<file path="src/rtl/font_rom_arbiter_if.sv">
// Font ROM sharing bus: two requester handshakes, the ROM read port
// and the per-requester glyph-row returns.
interface font_rom_arbiter_if #(
    parameter int ADDR_W = 9,
    parameter int DATA_W = 8
);
    logic              req0;
    logic [ADDR_W-1:0] addr0;
    logic              gnt0;
    logic              req1;
    logic [ADDR_W-1:0] addr1;
    logic              gnt1;
    logic [ADDR_W-1:0] rom_addr;
    logic              rom_en;
    logic [DATA_W-1:0] rom_data;
    logic [DATA_W-1:0] rdata0;
    logic              rvalid0;
    logic [DATA_W-1:0] rdata1;
    logic              rvalid1;

    modport master (
        output req0, addr0, req1, addr1, rom_data,
        input  gnt0, gnt1, rom_addr, rom_en,
        input  rdata0, rvalid0, rdata1, rvalid1
    );

    modport slave (
        input  req0, addr0, req1, addr1, rom_data,
        output gnt0, gnt1, rom_addr, rom_en,
        output rdata0, rvalid0, rdata1, rvalid1
    );
endinterface

</file>
<file path="src/rtl/font_rom_arbiter.sv">
// Shares one font ROM between the label (priority) and digit requesters;
// a burst counter bounds how long the digit renderer can be starved.
module font_rom_arbiter #(
    parameter int ADDR_W    = 9,
    parameter int DATA_W    = 8,
    parameter int ROM_LAT   = 1,
    parameter int MAX_BURST = 4
) (
    input logic               reloj,
    input logic               resetM,
    font_rom_arbiter_if.slave rom_bus
);
    localparam logic [3:0] BURST_MAX = 4'(MAX_BURST);

    logic [3:0]        burst_cnt;
    logic              at_limit;
    logic              pick1_forced;
    logic              pick0;
    logic              pick1_idle;
    logic              any_gnt;
    logic [ADDR_W-1:0] win_addr;
    logic [DATA_W-1:0] ret_data;
    logic [ROM_LAT:0]  dly_vld;
    logic [ROM_LAT:0]  dly_tag;
    logic              ret_vld;
    logic              ret_tag;

    assign at_limit = (burst_cnt == BURST_MAX);

    // Mutually exclusive selectors so the decoder below is truly one-hot
    assign pick1_forced = rom_bus.req0 & rom_bus.req1 & at_limit;
    assign pick0        = rom_bus.req0 & ~pick1_forced;
    assign pick1_idle   = rom_bus.req1 & ~rom_bus.req0;

    always_comb begin
        rom_bus.gnt0 = 1'b0;
        rom_bus.gnt1 = 1'b0;
        if (resetM) begin
            unique case (1'b1)
                pick1_forced: rom_bus.gnt1 = 1'b1;
                pick0:        rom_bus.gnt0 = 1'b1;
                pick1_idle:   rom_bus.gnt1 = 1'b1;
                default:      ;
            endcase
        end
    end

    assign any_gnt  = rom_bus.gnt0 | rom_bus.gnt1;
    assign win_addr = rom_bus.gnt1 ? rom_bus.addr1
                                   : rom_bus.addr0;

    always_ff @(posedge reloj or negedge resetM) begin
        if (!resetM) begin
            burst_cnt <= '0;
        end else if (rom_bus.gnt1 || !rom_bus.req1) begin
            burst_cnt <= '0;
        end else if (rom_bus.gnt0 && !at_limit) begin
            burst_cnt <= burst_cnt + 4'd1;
        end
    end

    always_ff @(posedge reloj or negedge resetM) begin
        if (!resetM) begin
            rom_bus.rom_addr <= '0;
            rom_bus.rom_en   <= 1'b0;
        end else begin
            rom_bus.rom_en <= any_gnt;
            if (any_gnt) begin
                rom_bus.rom_addr <= win_addr;
            end
        end
    end

    // Stage k holds the grant issued k+1 cycles ago; the last stage
    // lines up with rom_data for that grant.
    always_ff @(posedge reloj or negedge resetM) begin
        if (!resetM) begin
            dly_vld <= '0;
            dly_tag <= '0;
        end else begin
            dly_vld <= {dly_vld[ROM_LAT-1:0], any_gnt};
            dly_tag <= {dly_tag[ROM_LAT-1:0], rom_bus.gnt1};
        end
    end

    assign ret_vld  = dly_vld[ROM_LAT];
    assign ret_tag  = dly_tag[ROM_LAT];
    assign ret_data = rom_bus.rom_data;

    always_ff @(posedge reloj or negedge resetM) begin
        if (!resetM) begin
            rom_bus.rdata0  <= '0;
            rom_bus.rdata1  <= '0;
            rom_bus.rvalid0 <= 1'b0;
            rom_bus.rvalid1 <= 1'b0;
        end else begin
            rom_bus.rvalid0 <= ret_vld & ~ret_tag;
            rom_bus.rvalid1 <= ret_vld & ret_tag;
            if (ret_vld && !ret_tag) begin
                rom_bus.rdata0 <= ret_data;
            end
            if (ret_vld && ret_tag) begin
                rom_bus.rdata1 <= ret_data;
            end
        end
    end
endmodule

</file>
<file path="src/flat_wrapper.sv">
// flat-port wrapper written by rule: the top's interface ports become plain ports
module font_rom_arbiter_flat 
#(
    parameter int ADDR_W    = 9,
    parameter int DATA_W    = 8,
    parameter int ROM_LAT   = 1,
    parameter int MAX_BURST = 4
)
  (reloj, resetM, rom_bus_req0, rom_bus_addr0, rom_bus_req1, rom_bus_addr1, rom_bus_rom_data, rom_bus_gnt0, rom_bus_gnt1, rom_bus_rom_addr, rom_bus_rom_en, rom_bus_rdata0, rom_bus_rvalid0, rom_bus_rdata1, rom_bus_rvalid1);
  font_rom_arbiter_if #(.ADDR_W(ADDR_W), .DATA_W(DATA_W)) rom_bus_i ();
  input logic reloj;
  input logic resetM;
  input wire logic [$bits(rom_bus_i.req0)-1:0] rom_bus_req0;
  input wire logic [$bits(rom_bus_i.addr0)-1:0] rom_bus_addr0;
  input wire logic [$bits(rom_bus_i.req1)-1:0] rom_bus_req1;
  input wire logic [$bits(rom_bus_i.addr1)-1:0] rom_bus_addr1;
  input wire logic [$bits(rom_bus_i.rom_data)-1:0] rom_bus_rom_data;
  output wire logic [$bits(rom_bus_i.gnt0)-1:0] rom_bus_gnt0;
  output wire logic [$bits(rom_bus_i.gnt1)-1:0] rom_bus_gnt1;
  output wire logic [$bits(rom_bus_i.rom_addr)-1:0] rom_bus_rom_addr;
  output wire logic [$bits(rom_bus_i.rom_en)-1:0] rom_bus_rom_en;
  output wire logic [$bits(rom_bus_i.rdata0)-1:0] rom_bus_rdata0;
  output wire logic [$bits(rom_bus_i.rvalid0)-1:0] rom_bus_rvalid0;
  output wire logic [$bits(rom_bus_i.rdata1)-1:0] rom_bus_rdata1;
  output wire logic [$bits(rom_bus_i.rvalid1)-1:0] rom_bus_rvalid1;
  assign rom_bus_i.req0 = rom_bus_req0;
  assign rom_bus_i.addr0 = rom_bus_addr0;
  assign rom_bus_i.req1 = rom_bus_req1;
  assign rom_bus_i.addr1 = rom_bus_addr1;
  assign rom_bus_i.rom_data = rom_bus_rom_data;
  assign rom_bus_gnt0 = rom_bus_i.gnt0;
  assign rom_bus_gnt1 = rom_bus_i.gnt1;
  assign rom_bus_rom_addr = rom_bus_i.rom_addr;
  assign rom_bus_rom_en = rom_bus_i.rom_en;
  assign rom_bus_rdata0 = rom_bus_i.rdata0;
  assign rom_bus_rvalid0 = rom_bus_i.rvalid0;
  assign rom_bus_rdata1 = rom_bus_i.rdata1;
  assign rom_bus_rvalid1 = rom_bus_i.rvalid1;
  font_rom_arbiter #(.ADDR_W(ADDR_W), .DATA_W(DATA_W), .ROM_LAT(ROM_LAT), .MAX_BURST(MAX_BURST)) u_core (.reloj(reloj), .resetM(resetM), .rom_bus(rom_bus_i));
endmodule
</file>
<file path="config.mk">
export PLATFORM = sky130hd
export DESIGN_NAME = font_rom_arbiter_flat
export DESIGN_NICKNAME = d
export VERILOG_FILES = /design/src/rtl/font_rom_arbiter_if.sv /design/src/rtl/font_rom_arbiter.sv /design/src/flat_wrapper.sv
export SDC_FILE = /design/constraint.sdc
export NUM_CORES = 1
export LEC_CHECK = 0
export ABC_AREA = 0
export CAP_MARGIN = 0
export CORE_ASPECT_RATIO = 0.8
export CORE_MARGIN = 2
export CORE_UTILIZATION = 30
export DETAILED_ROUTE_END_ITERATION = 6
export PLACE_DENSITY = 0.63
export SYNTH_ARGS = -nofsm -noshare
export SYNTH_HDL_FRONTEND = slang
export SYNTH_SLANG_ARGS = --single-unit
export TNS_END_PERCENT = 5
</file>
<file path="constraint.sdc">
create_clock -name reloj -period 1.4 [get_ports reloj]
set_input_delay 0.28 -clock reloj [delete_from_list [all_inputs] [get_ports reloj]]
set_output_delay 0.28 -clock reloj [all_outputs]
set_load 0.05 [all_outputs]
</file>
==> results.py, run 1 <==
metrics = {
    "status": {
        "status": "finished, violations left",
        "failed_checks": "negative setup slack",
    },
    "synthesis": {
        "synthMuxAreaShare_pct": 19.2,
        "synth_cells": 113,
        "synth-seq-cells": 35,
        "yosysMostFrequentCell": "dfrtp_1",
        "synth_fa_ha_area_share_pct": 1.72,
        "synth_nets": 145,
        "synth-compound-area-share_pct": 6.70,
        "avgSynthCellArea_um2": 12.9,
        "synth_edf_count": 0,
        "yosysTopAreaCell": "dfrtp_1",
        "synth_top_family_by_area": "multiplexers",
        "synthSimpleGateAreaFrac_pct": 9.36,
        "ys_top_cells_by_count": "dfrtp_1, mux2_2, a21oi_1, mux2i_1, nor2_1",
        "yosys_most_used_dff": "dfrtp_1",
        "ys_top_cells_by_area": "dfrtp_1, mux2_2, mux2i_1, a21oi_1, nor2_1",
        "yosys.area.top_type_share_pct": 60.1,
        "async_flop_share_pct": 100,
        "synthesis.area_mm2": 0.00146,
        "synth_cell_type_count": 23,
        "synth_warnings": 0,
        "synth-xor-area-share_pct": 0,
        "synth.yosys.seq_area_share_pct": 60.1,
    },
    "cts": {
        "clk_latency_ps": 290,
        "numCtsBuffers": 5,
        "clkTransAtPathRegs_ps": 70,
        "root_buffer": "clkbuf_8",
        "htreeDepth": 2,
        "cts_sinks": 35,
        "cts.path.max_buffers": 2,
        "cts_tree": "yes",
    },
    "critical_path": {
        "r2r-end": "u_core.rom_bus.rom_addr[8]$_DFFE_PN0P_",
        "crit_end": "rom_bus_gnt1",
        "crit_path_frequent_cell": "buf_12",
        "cp_num_cells": 6,
        "path_class": "reg -> out",
        "r2r_start": "u_core.burst_cnt[0]$_DFFE_PN0P_",
        "reg2reg_depth": 8,
        "worstPathMaxFanout": 3,
        "path_buf_inv": 3,
        "cp_cell_sequence": "inv_2 -> ha_4 -> nand3b_4 -> a21oi_4 -> buf_12 -> buf_12",
        "cpPeakStageDelay_ps": 400,
        "crit_family": "flip-flops",
        "cp_slowest_cell": "dfrtp_1",
        "cp-startpoint": "u_core.burst_cnt[0]$_DFFE_PN0P_",
        "startpoint_type": "flip-flop",
        "rrSetupSlack_ps": -240,
        "end_kind": "output port",
        "cp.arrival_ps": 1430,
        "crit_required_ps": 1120,
    },
    "pwr": {
        "cellPowerDensity_mw_per_mm2": 1340,
        "ir_drop_v": 0.000721,
        "switching_share_pct": 33.4,
        "p_int_mw": 2.39,
        "sequentialPowerShare_pct": 36.0,
        "switching_power_mw": 1.20,
        "p_leak_nw": 1.18,
        "fin_total_pwr_mw": 3.59,
        "p_comb_share_pct": 38.6,
        "p_clk_share_pct": 25.3,
    },
    "global_route": {
        "met3_usage_pct": 8.20,
        "met1_usage_pct": 16.9,
        "grt_pass1_wl_um": 5870,
        "grt.busiest_layer": "met2",
        "grt_antenna_before_repair": 0,
        "grt_pass1_vias": 1241,
        "grtUsageTotal_pct": 14.7,
        "use_met2_pct": 23.5,
        "grt_overflow": 0,
        "grt_max_degree": 33,
    },
    "drt": {
        "drc": 0,
        "wire_per_inst_um": 14.0,
        "vias": 1139,
        "dr.pass1.iters": 4,
        "dr.first_iter.drc_count": 34,
        "routed_wl_um": 3520,
        "via_per_inst": 4.54,
        "ant_nets": 0,
    },
    "final_layout": {
        "multi_input_area_um2": 581,
        "syn2layout_area_growth_pct": 83.8,
        "drive_above_1_share_pct": 40.8,
        "regArea_um2": 876,
        "nets": 222,
        "fillers": 375,
        "diodes": 0,
    },
    "placement": {
        "gp_congestion": 0.677,
        "dp_hpwl_um": 2710,
        "place_ws_ps": -245,
        "port-buffer-count": 59,
    },
    "floorplan": {
        "die_area_mm2": 0.00544,
        "die_h_um": 66.3,
        "start_util_pct": 31.5,
        "ios": 60,
        "placementRows": 22,
        "die_x_um": 81.9,
        "design.core.area_mm2": 0.00462,
    },
    "sta": {
        "hold_viol_final": 0,
        "fin_ws_ps": -307,
        "slew_headroom_pct": 72.4,
        "max_freq_mhz": 586,
        "clock_skew_ps": 8.07,
        "tightest_slew_ps": 413,
        "setup_violations": 12,
        "fin_crit_sh_pct": 122,
        "slew_violations": 0,
        "rsz0062_at_grt": "true",
        "min_period_ps": 1710,
    },
    "run": {
        "cap_violations": 0,
    },
    "min_path": {
        "hp-class": "in -> async",
    },
}
[worst reg2reg max path, stage by stage, from the launching register on]
cell	delay, ps
dfrtp_1	400
inv_2	90
ha_4	150
nand3b_4	100
a21oi_4	160
buf_12	120
buf_4	190
mux2i_1	220
a21oi_1	90
[flip-flops by register name, indices dropped and copies added, names as in the netlist]
name and cells:
u_core.dly_tag 2, u_core.rom_bus.rvalid0 1, u_core.rom_bus.rvalid1 1, u_core.rom_bus.rdata0 8, u_core.rom_bus.rdata1 8, u_core.rom_bus.rom_addr 9, u_core.burst_cnt 4, u_core.dly_vld 2
[power by group through the flow]
stage | clock network (mW) | logic [mW] | registers, mW
after floorplan | 0 | 0.189 | 1.69
after global placement | 0 | 1.37 | 1.30
after detailed placement | 0 | 1.39 | 1.31
after CTS | 0.921 | 1.40 | 1.29
after global routing | 0.995 | 1.45 | 1.31
final | 0.909 | 1.39 | 1.29
[cell type report]
cell class,instances,area share (%)
clock inverter,3,1.63
timing repair buffer,75,38.2
sequential,35,32.7
tap,60,2.80
inverter,3,0.420
multi-input combinational,70,21.7
clock buffer,5,2.57
[logic make-up (layout without fill, tap and decap cells)]
| logic type | count (synthesis) | in the layout |
|---|---|---|
| muxes | 26 | 26 |
| adders and majority gates | 2 | 2 |
| and+or+nand+nor | 25 | 25 |
| AOI/OAI and AO/OA | 17 | 17 |
| buffers and inverters | 8 | 86 |
| DFF | 35 | 35 |
[per-stage QoR]
| step | cell area, µm² | util, % | setup TNS, ps | hold slack [ps] | cells |
|---|---|---|---|---|---|
| after floorplan | 1490 | - | -278 | -15.6 | 113 |
| after global placement | 2520 | 54.6 | -1920 | 111 | 240 |
| after detailed placement | 2520 | 54.6 | -2860 | 113 | 240 |
| after CTS | 2670 | 57.8 | -2770 | 116 | 251 |
| after global routing | 2680 | 57.9 | -3960 | 135 | 251 |
| final | 2680 | 57.9 | -2630 | 94.8 | 251 |
[layer usage]
| metal | vias to the layer above | wire length (µm) |
|---|---|---|
| li1 | 545 | - |
| met1 | 540 | 1400 |
| met2 | 52 | 1700 |
| met3 | 2 | 409 |
| met4 | 0 | 20 |
| met5 | - | 0 |
[cells in the final DEF (no fill, tap or decap), types with 2 or more instances in the layout]
master            n
clkdlybuf4s50_1  27
nor2b_1           2
dfrtp_1          35
o21a_1            2
clkbuf_8          5
inv_2             2
mux2_2           16
nand3_1           2
nand2_1           4
nor2_1            9
buf_12           31
and2_1            2
buf_4            14
a21oi_1          10
mux2i_1           9
[how the worst min path moves through the flow]
stage           start                              endpoint  slack, ps  cells after the start
6_report       resetM           u_core.dly_tag[1]$_DFF_PN0_         90                      2
5_1_grt        resetM           u_core.dly_tag[1]$_DFF_PN0_        140                      2
4_1_cts        resetM  u_core.rom_bus.rdata0[0]$_DFFE_PN0P_        120                      2
3_5_place_dp   resetM       u_core.burst_cnt[2]$_DFFE_PN0P_        110                      1
3_3_place_gp   resetM       u_core.burst_cnt[2]$_DFFE_PN0P_        110                      1
2_1_floorplan  resetM       u_core.burst_cnt[0]$_DFFE_PN0P_        -20                      0
[timing repair]
| action | CTS | global route |
|---|---|---|
| resized for setup | 3 | 2 |
| hold buffers | 1 | 0 |
| endpoints found under the hold margin | 3 | 0 |
| setup endpoints to repair | 11 | 13 |
| setup buffers | 2 | 0 |
| pin swaps | 1 | 0 |
Power figures use the tool's default switching activity.
==> inputs of run 2 (changes only) <==
--- a/config.mk
+++ b/config.mk
@@ -11,7 +11,7 @@
 export CORE_MARGIN = 2
 export CORE_UTILIZATION = 30
 export DETAILED_ROUTE_END_ITERATION = 6
-export PLACE_DENSITY = 0.63
+export PLACE_DENSITY = 0.6
 export SYNTH_ARGS = -nofsm -noshare
 export SYNTH_HDL_FRONTEND = slang
 export SYNTH_SLANG_ARGS = --single-unit
==> constraint.sdc (replaced) <==
create_clock -name reloj -period 2 [get_ports reloj]
set_input_delay 0.4 -clock reloj [delete_from_list [all_inputs] [get_ports reloj]]
set_output_delay 0.4 -clock reloj [all_outputs]
set_load 0.05 [all_outputs]
==> results.py, run 2 (synthesis results as in run 1) <==
metrics = {
    "sta": {
        "hold_ws_ps": 121,
        "fin_crit_sh_pct": 95.6,
        "finalSetupTns_ps": 0,
        "max_freq_mhz": 523,
        "hold_viol_final": 0,
        "min_period_ps": 1910,
        "slew_violations": 0,
        "slew_headroom_pct": 61.4,
        "setup_violations": 0,
        "tightest_slew_ps": 579,
        "rsz0062_at_grt": "false",
        "clock_skew_ps": 2.38,
    },
    "drt": {
        "wire_per_inst_um": 13.3,
        "dr.first_iter.drc_count": 8,
        "ant_nets": 0,
        "drc": 0,
        "vias": 1108,
        "via_per_inst": 4.54,
        "dr.pass1.iters": 3,
        "routed_wl_um": 3250,
    },
    "placement": {
        "dp_hpwl_um": 2410,
        "port-buffer-count": 59,
        "gp_congestion": 0.812,
        "dpl.cell_count": 233,
    },
    "final_layout": {
        "diodes": 0,
        "finalNonFillerCells": 244,
        "final_common_cell": "clkdlybuf4s50_1",
        "regMostFlops": "u_core.rom_bus.rom_addr",
        "drive_above_1_share_pct": 22.3,
        "largest_reg_flops": 9,
        "reg_top3": "u_core.rom_bus.rom_addr x9, u_core.rom_bus.rdata0 x8, u_core.rom_bus.rdata1 x8",
        "post-route-util_pct": 50.0,
        "syn2layout_area_growth_pct": 58.7,
        "nets": 215,
        "final_cell_mix": "clkdlybuf4s50_1, dfrtp_1, mux2_2",
    },
    "critical_path": {
        "startpoint_type": "input port",
        "reg2reg_depth": 8,
        "path_class": "in -> out",
        "worstPathMaxFanout": 4,
        "end_kind": "output port",
        "cp.arrival_ps": 1510,
        "rrSetupSlack_ps": 310,
        "crit_end": "rom_bus_gnt0",
        "crit_required_ps": 1600,
        "r2r-end": "u_core.rom_bus.rom_addr[6]$_DFFE_PN0P_",
        "cp-startpoint": "rom_bus_req0",
        "r2r_start": "u_core.burst_cnt[0]$_DFFE_PN0P_",
    },
    "global_route": {
        "grt_pass1_vias": 1133,
        "grt_overflow": 0,
        "grt_antenna_before_repair": 0,
        "grt_max_degree": 28,
        "grtUsageTotal_pct": 13.5,
        "grt_pass1_wl_um": 5250,
    },
    "cts": {
        "clk_latency_ps": 280,
        "root_buffer": "clkbuf_8",
        "cts_sinks": 35,
        "htreeDepth": 2,
        "postCtsHoldBufs": 0,
        "clkTransAtPathRegs_ps": 60,
        "numCtsBuffers": 5,
        "cts_tree": "yes",
        "cts.path.max_buffers": 2,
    },
    "floorplan": {
        "start_util_pct": 31.5,
        "die_area_mm2": 0.00544,
        "placementRows": 22,
        "die_h_um": 66.3,
        "die_x_um": 81.9,
        "ios": 60,
        "design.core.area_mm2": 0.00462,
    },
    "pwr": {
        "ir_drop_v": 0.000448,
        "p_comb_share_pct": 35.1,
        "cellPowerDensity_mw_per_mm2": 933,
        "p_leak_nw": 0.969,
        "p_int_mw": 1.41,
        "switching_power_uw": 745,
        "sequentialPowerShare_pct": 39.5,
        "p_clk_share_pct": 25.4,
        "switching_share_pct": 34.5,
    },
    "run": {
        "cap_violations": 0,
    },
    "status": {
        "status": "finished clean",
    },
    "min_path": {
        "hp-class": "in -> async",
    },
}
[run 2: cell types whose count changed in the layout (fill, tap and decap cells not counted), sizes merged]
cell and change:
clkbuf +3, dlymetal6s2s -1, clkinv -2, buf -34, clkdlybuf4s50 +29, dlygate4sd3 -1, bufinv -1
[run 2: how the worst min path moves through the flow]
stage                                           start  slack (ps)                                endpoint
after floorplan                                resetM         100         u_core.burst_cnt[0]$_DFFE_PN0P_
after global placement    u_core.dly_tag[0]$_DFF_PN0_         330             u_core.dly_tag[1]$_DFF_PN0_
after detailed placement  u_core.dly_tag[0]$_DFF_PN0_         340             u_core.dly_tag[1]$_DFF_PN0_
after CTS                                      resetM         110  u_core.rom_bus.rom_addr[1]$_DFFE_PN0P_
after global routing                           resetM         130  u_core.rom_bus.rom_addr[6]$_DFFE_PN0P_
final                                          resetM         120  u_core.rom_bus.rom_addr[1]$_DFFE_PN0P_
[run 2: critical path, cell delays in order]
cell	delay (ps)
clkdlybuf4s50_1	580
nand2_1	140
a31oi_2	220
buf_12	170
[run 2: stage by stage]
stage / worst slack [ps] / area [µm²] / power (mW)
global route: 18.8 / 2310 / 2.27
CTS: 0.174 / 2290 / 2.19
finish: 87.4 / 2310 / 2.16
detailed placement: 139 / 2170 / 1.62
floorplan: 235 / 1460 / 1.31
global placement: 175 / 2170 / 1.61
[run 2: power groups by stage]
stage	sequential (mW)	combinational, mW	clock [mW]
floorplan	1.19	0.129	0
global placement	0.859	0.749	0
detailed placement	0.865	0.756	0
CTS	0.853	0.762	0.570
global route	0.864	0.797	0.606
finish	0.852	0.758	0.549
[run 2: cell type report]
type	count	area, µm²
Multi-Input combinational cell	70	566
Tap cell	60	75.1
Inverter	3	11.3
Fill cell	408	2310
Timing Repair Buffer	68	686
Sequential cell	35	876
Clock buffer	8	100
[run 2: per-layer routing]
metal  track usage [%]  vias to the layer above  share of wire, %
met2              21.5                       56                46
li1                  -                      529                 -
met1              14.7                      514                41
met5                 0                        -                 0
met3              6.15                        9                11
met4              7.92                        0               2.7
[run 2: repair_timing]
item                                    CTS  global route
gates resized for setup                   4             1
endpoints found under the setup margin    1             1
pin swaps                                 0             1
buffers inserted                          0             3
hold endpoints to repair                  0             0
cloned                                    0             0
==> inputs of run 3 (changes only) <==
==> constraint.sdc (replaced) <==
create_clock -name reloj -period 2.45 [get_ports reloj]
set_input_delay 0.49 -clock reloj [delete_from_list [all_inputs] [get_ports reloj]]
set_output_delay 0.49 -clock reloj [all_outputs]
set_load 0.05 [all_outputs]
==> results.py, run 3 (synthesis results as in run 1) <==
metrics = {
    "sta": {
        "fin_ws_ps": 260,
        "rsz0062_at_grt": "false",
        "fin_crit_sh_pct": 89.4,
        "slew_headroom_pct": 47.2,
        "hold_viol_final": 0,
        "finalSetupTns_ps": 0,
        "max_freq_mhz": 457,
        "clock_skew_ps": 4.69,
        "slew_violations": 0,
        "setup_violations": 0,
        "tightest_slew_ps": 790,
        "min_period_ps": 2190,
    },
    "cts": {
        "numCtsBuffers": 5,
        "cts_resized": 0,
        "cts_tree": "yes",
        "cts_setup_buffers": 0,
        "postCtsHoldBufs": 0,
        "root_buffer": "clkbuf_8",
        "cts_sinks": 35,
        "htreeDepth": 2,
        "clkTransAtPathRegs_ps": 70,
        "clk_latency_ps": 280,
        "cts.path.max_buffers": 2,
    },
    "drt": {
        "vias": 1094,
        "routed_wl_um": 3140,
        "dr.pass1.iters": 4,
        "highest_layer": "met4",
        "wl_met2_um": 1420,
        "wl_met1_um": 1380,
        "route.met3.wl_um": 317,
        "ant_nets": 0,
        "drc": 0,
        "via_per_inst": 4.60,
        "wire_per_inst_um": 13.2,
        "dr.first_iter.drc_count": 27,
    },
    "critical_path": {
        "worstPathMaxFanout": 7,
        "path_class": "in -> out",
        "crit_required_ps": 1960,
        "cpPeakStageDelay_ps": 620,
        "end_kind": "output port",
        "crit_family": "buffers and inverters",
        "rrSetupSlack_ps": 670,
        "r2r-end": "u_core.rom_bus.rom_addr[4]$_DFFE_PN0P_",
        "cp_cell_sequence": "clkdlybuf4s50_1 -> nand2_1 -> a31oi_1 -> buf_12",
        "cp_slowest_cell": "clkdlybuf4s50_1",
        "cp.arrival_ps": 1700,
        "reg2reg_depth": 7,
        "r2r_start": "u_core.burst_cnt[0]$_DFFE_PN0P_",
        "startpoint_type": "input port",
        "path_buf_inv": 2,
    },
    "floorplan": {
        "start_util_pct": 31.5,
        "design.core.area_mm2": 0.00462,
        "die_h_um": 66.3,
        "die_x_um": 81.9,
        "ios": 60,
        "die_area_mm2": 0.00544,
        "placementRows": 22,
    },
    "final_layout": {
        "largest_reg_flops": 9,
        "nets": 209,
        "final_area_mm2": 0.00223,
        "regMostFlops": "u_core.rom_bus.rom_addr",
        "diodes": 0,
        "final_common_cell": "clkdlybuf4s50_1",
        "drive_above_1_share_pct": 18.0,
        "syn2layout_area_growth_pct": 53.2,
        "fillers": 416,
        "final_cell_mix": "clkdlybuf4s50_1, dfrtp_1, mux2_2",
        "reg_top3": "u_core.rom_bus.rom_addr x9, u_core.rom_bus.rdata0 x8, u_core.rom_bus.rdata1 x8",
    },
    "status": {
        "status": "finished clean",
    },
    "placement": {
        "port-buffer-count": 59,
        "dp_hpwl_um": 2380,
        "dpl_cell_area_mm2": 0.00213,
        "gp_congestion": 0.745,
        "place_ws_ps": 254,
    },
    "global_route": {
        "grtUsageTotal_pct": 12.6,
        "grt_overflow": 0,
        "grt_pass1_wl_um": 5200,
        "grt_max_degree": 21,
        "grt_pass1_vias": 1137,
        "grt_antenna_before_repair": 0,
    },
    "min_path": {
        "hp-class": "in -> async",
    },
    "run": {
        "cap_violations": 0,
    },
    "pwr": {
        "fin_total_pwr_mw": 1.76,
        "cellPowerDensity_mw_per_mm2": 787,
        "ir_drop_v": 0.000382,
        "p_leak_nw": 0.931,
    },
}
run 3: layout make-up:
cell class | count | area [µm²] | area share (%)
Inverter | 3 | 11.3 | 0.504
Tap cell | 60 | 75.1 | 3.36
Sequential cell | 35 | 876 | 39.2
Clock buffer | 7 | 96.3 | 4.31
Clock inverter | 1 | 7.51 | 0.336
Multi-Input combinational cell | 70 | 539 | 24.1
Timing Repair Buffer | 62 | 628 | 28.1
run 3: routing by layer:
metal / up-vias / GRT usage (%)
met5: - / 0
met4: 0 / 4.38
met3: 4 / 5.33
met2: 46 / 19.4
met1: 521 / 15.9
li1: 523 / -
run 3: report_power, final:
group	total, mW	leakage (nW)	internal, mW	switching (mW)
registers	0.694	0.419	0.655	0.0387
logic	0.604	0.461	0.232	0.373
clock network	0.459	0.0505	0.256	0.203
run 3: worst max-delay path by stage:
stage,start,endpoint,slack (ps),depth (start not counted)
detailed placement,rom_bus_req0,rom_bus_gnt0,250,4
finish,rom_bus_req0,rom_bus_gnt0,260,4
CTS,rom_bus_req0,rom_bus_gnt0,260,4
floorplan,u_core.burst_cnt[0]$_DFFE_PN0P_,rom_bus_gnt0,340,4
global placement,rom_bus_req0,rom_bus_gnt0,330,4
global route,rom_bus_req0,rom_bus_gnt0,180,4
run 3: worst register-to-register path, cell delays in order (launching register included):
cell,delay (ps)
dfrtp_1,410
inv_1,100
ha_1,250
nand3b_4,110
a21oi_2,220
buf_4,250
mux2i_1,210
a21oi_1,80
run 3: metrics by stage:
step	util, %	instances	hold WS (ps)
finish	48.3	238	73.3
global route	48.3	238	79.9
global placement	46.0	230	336
detailed placement	46.0	230	348
CTS	48.3	238	68.8
floorplan	-	113	194
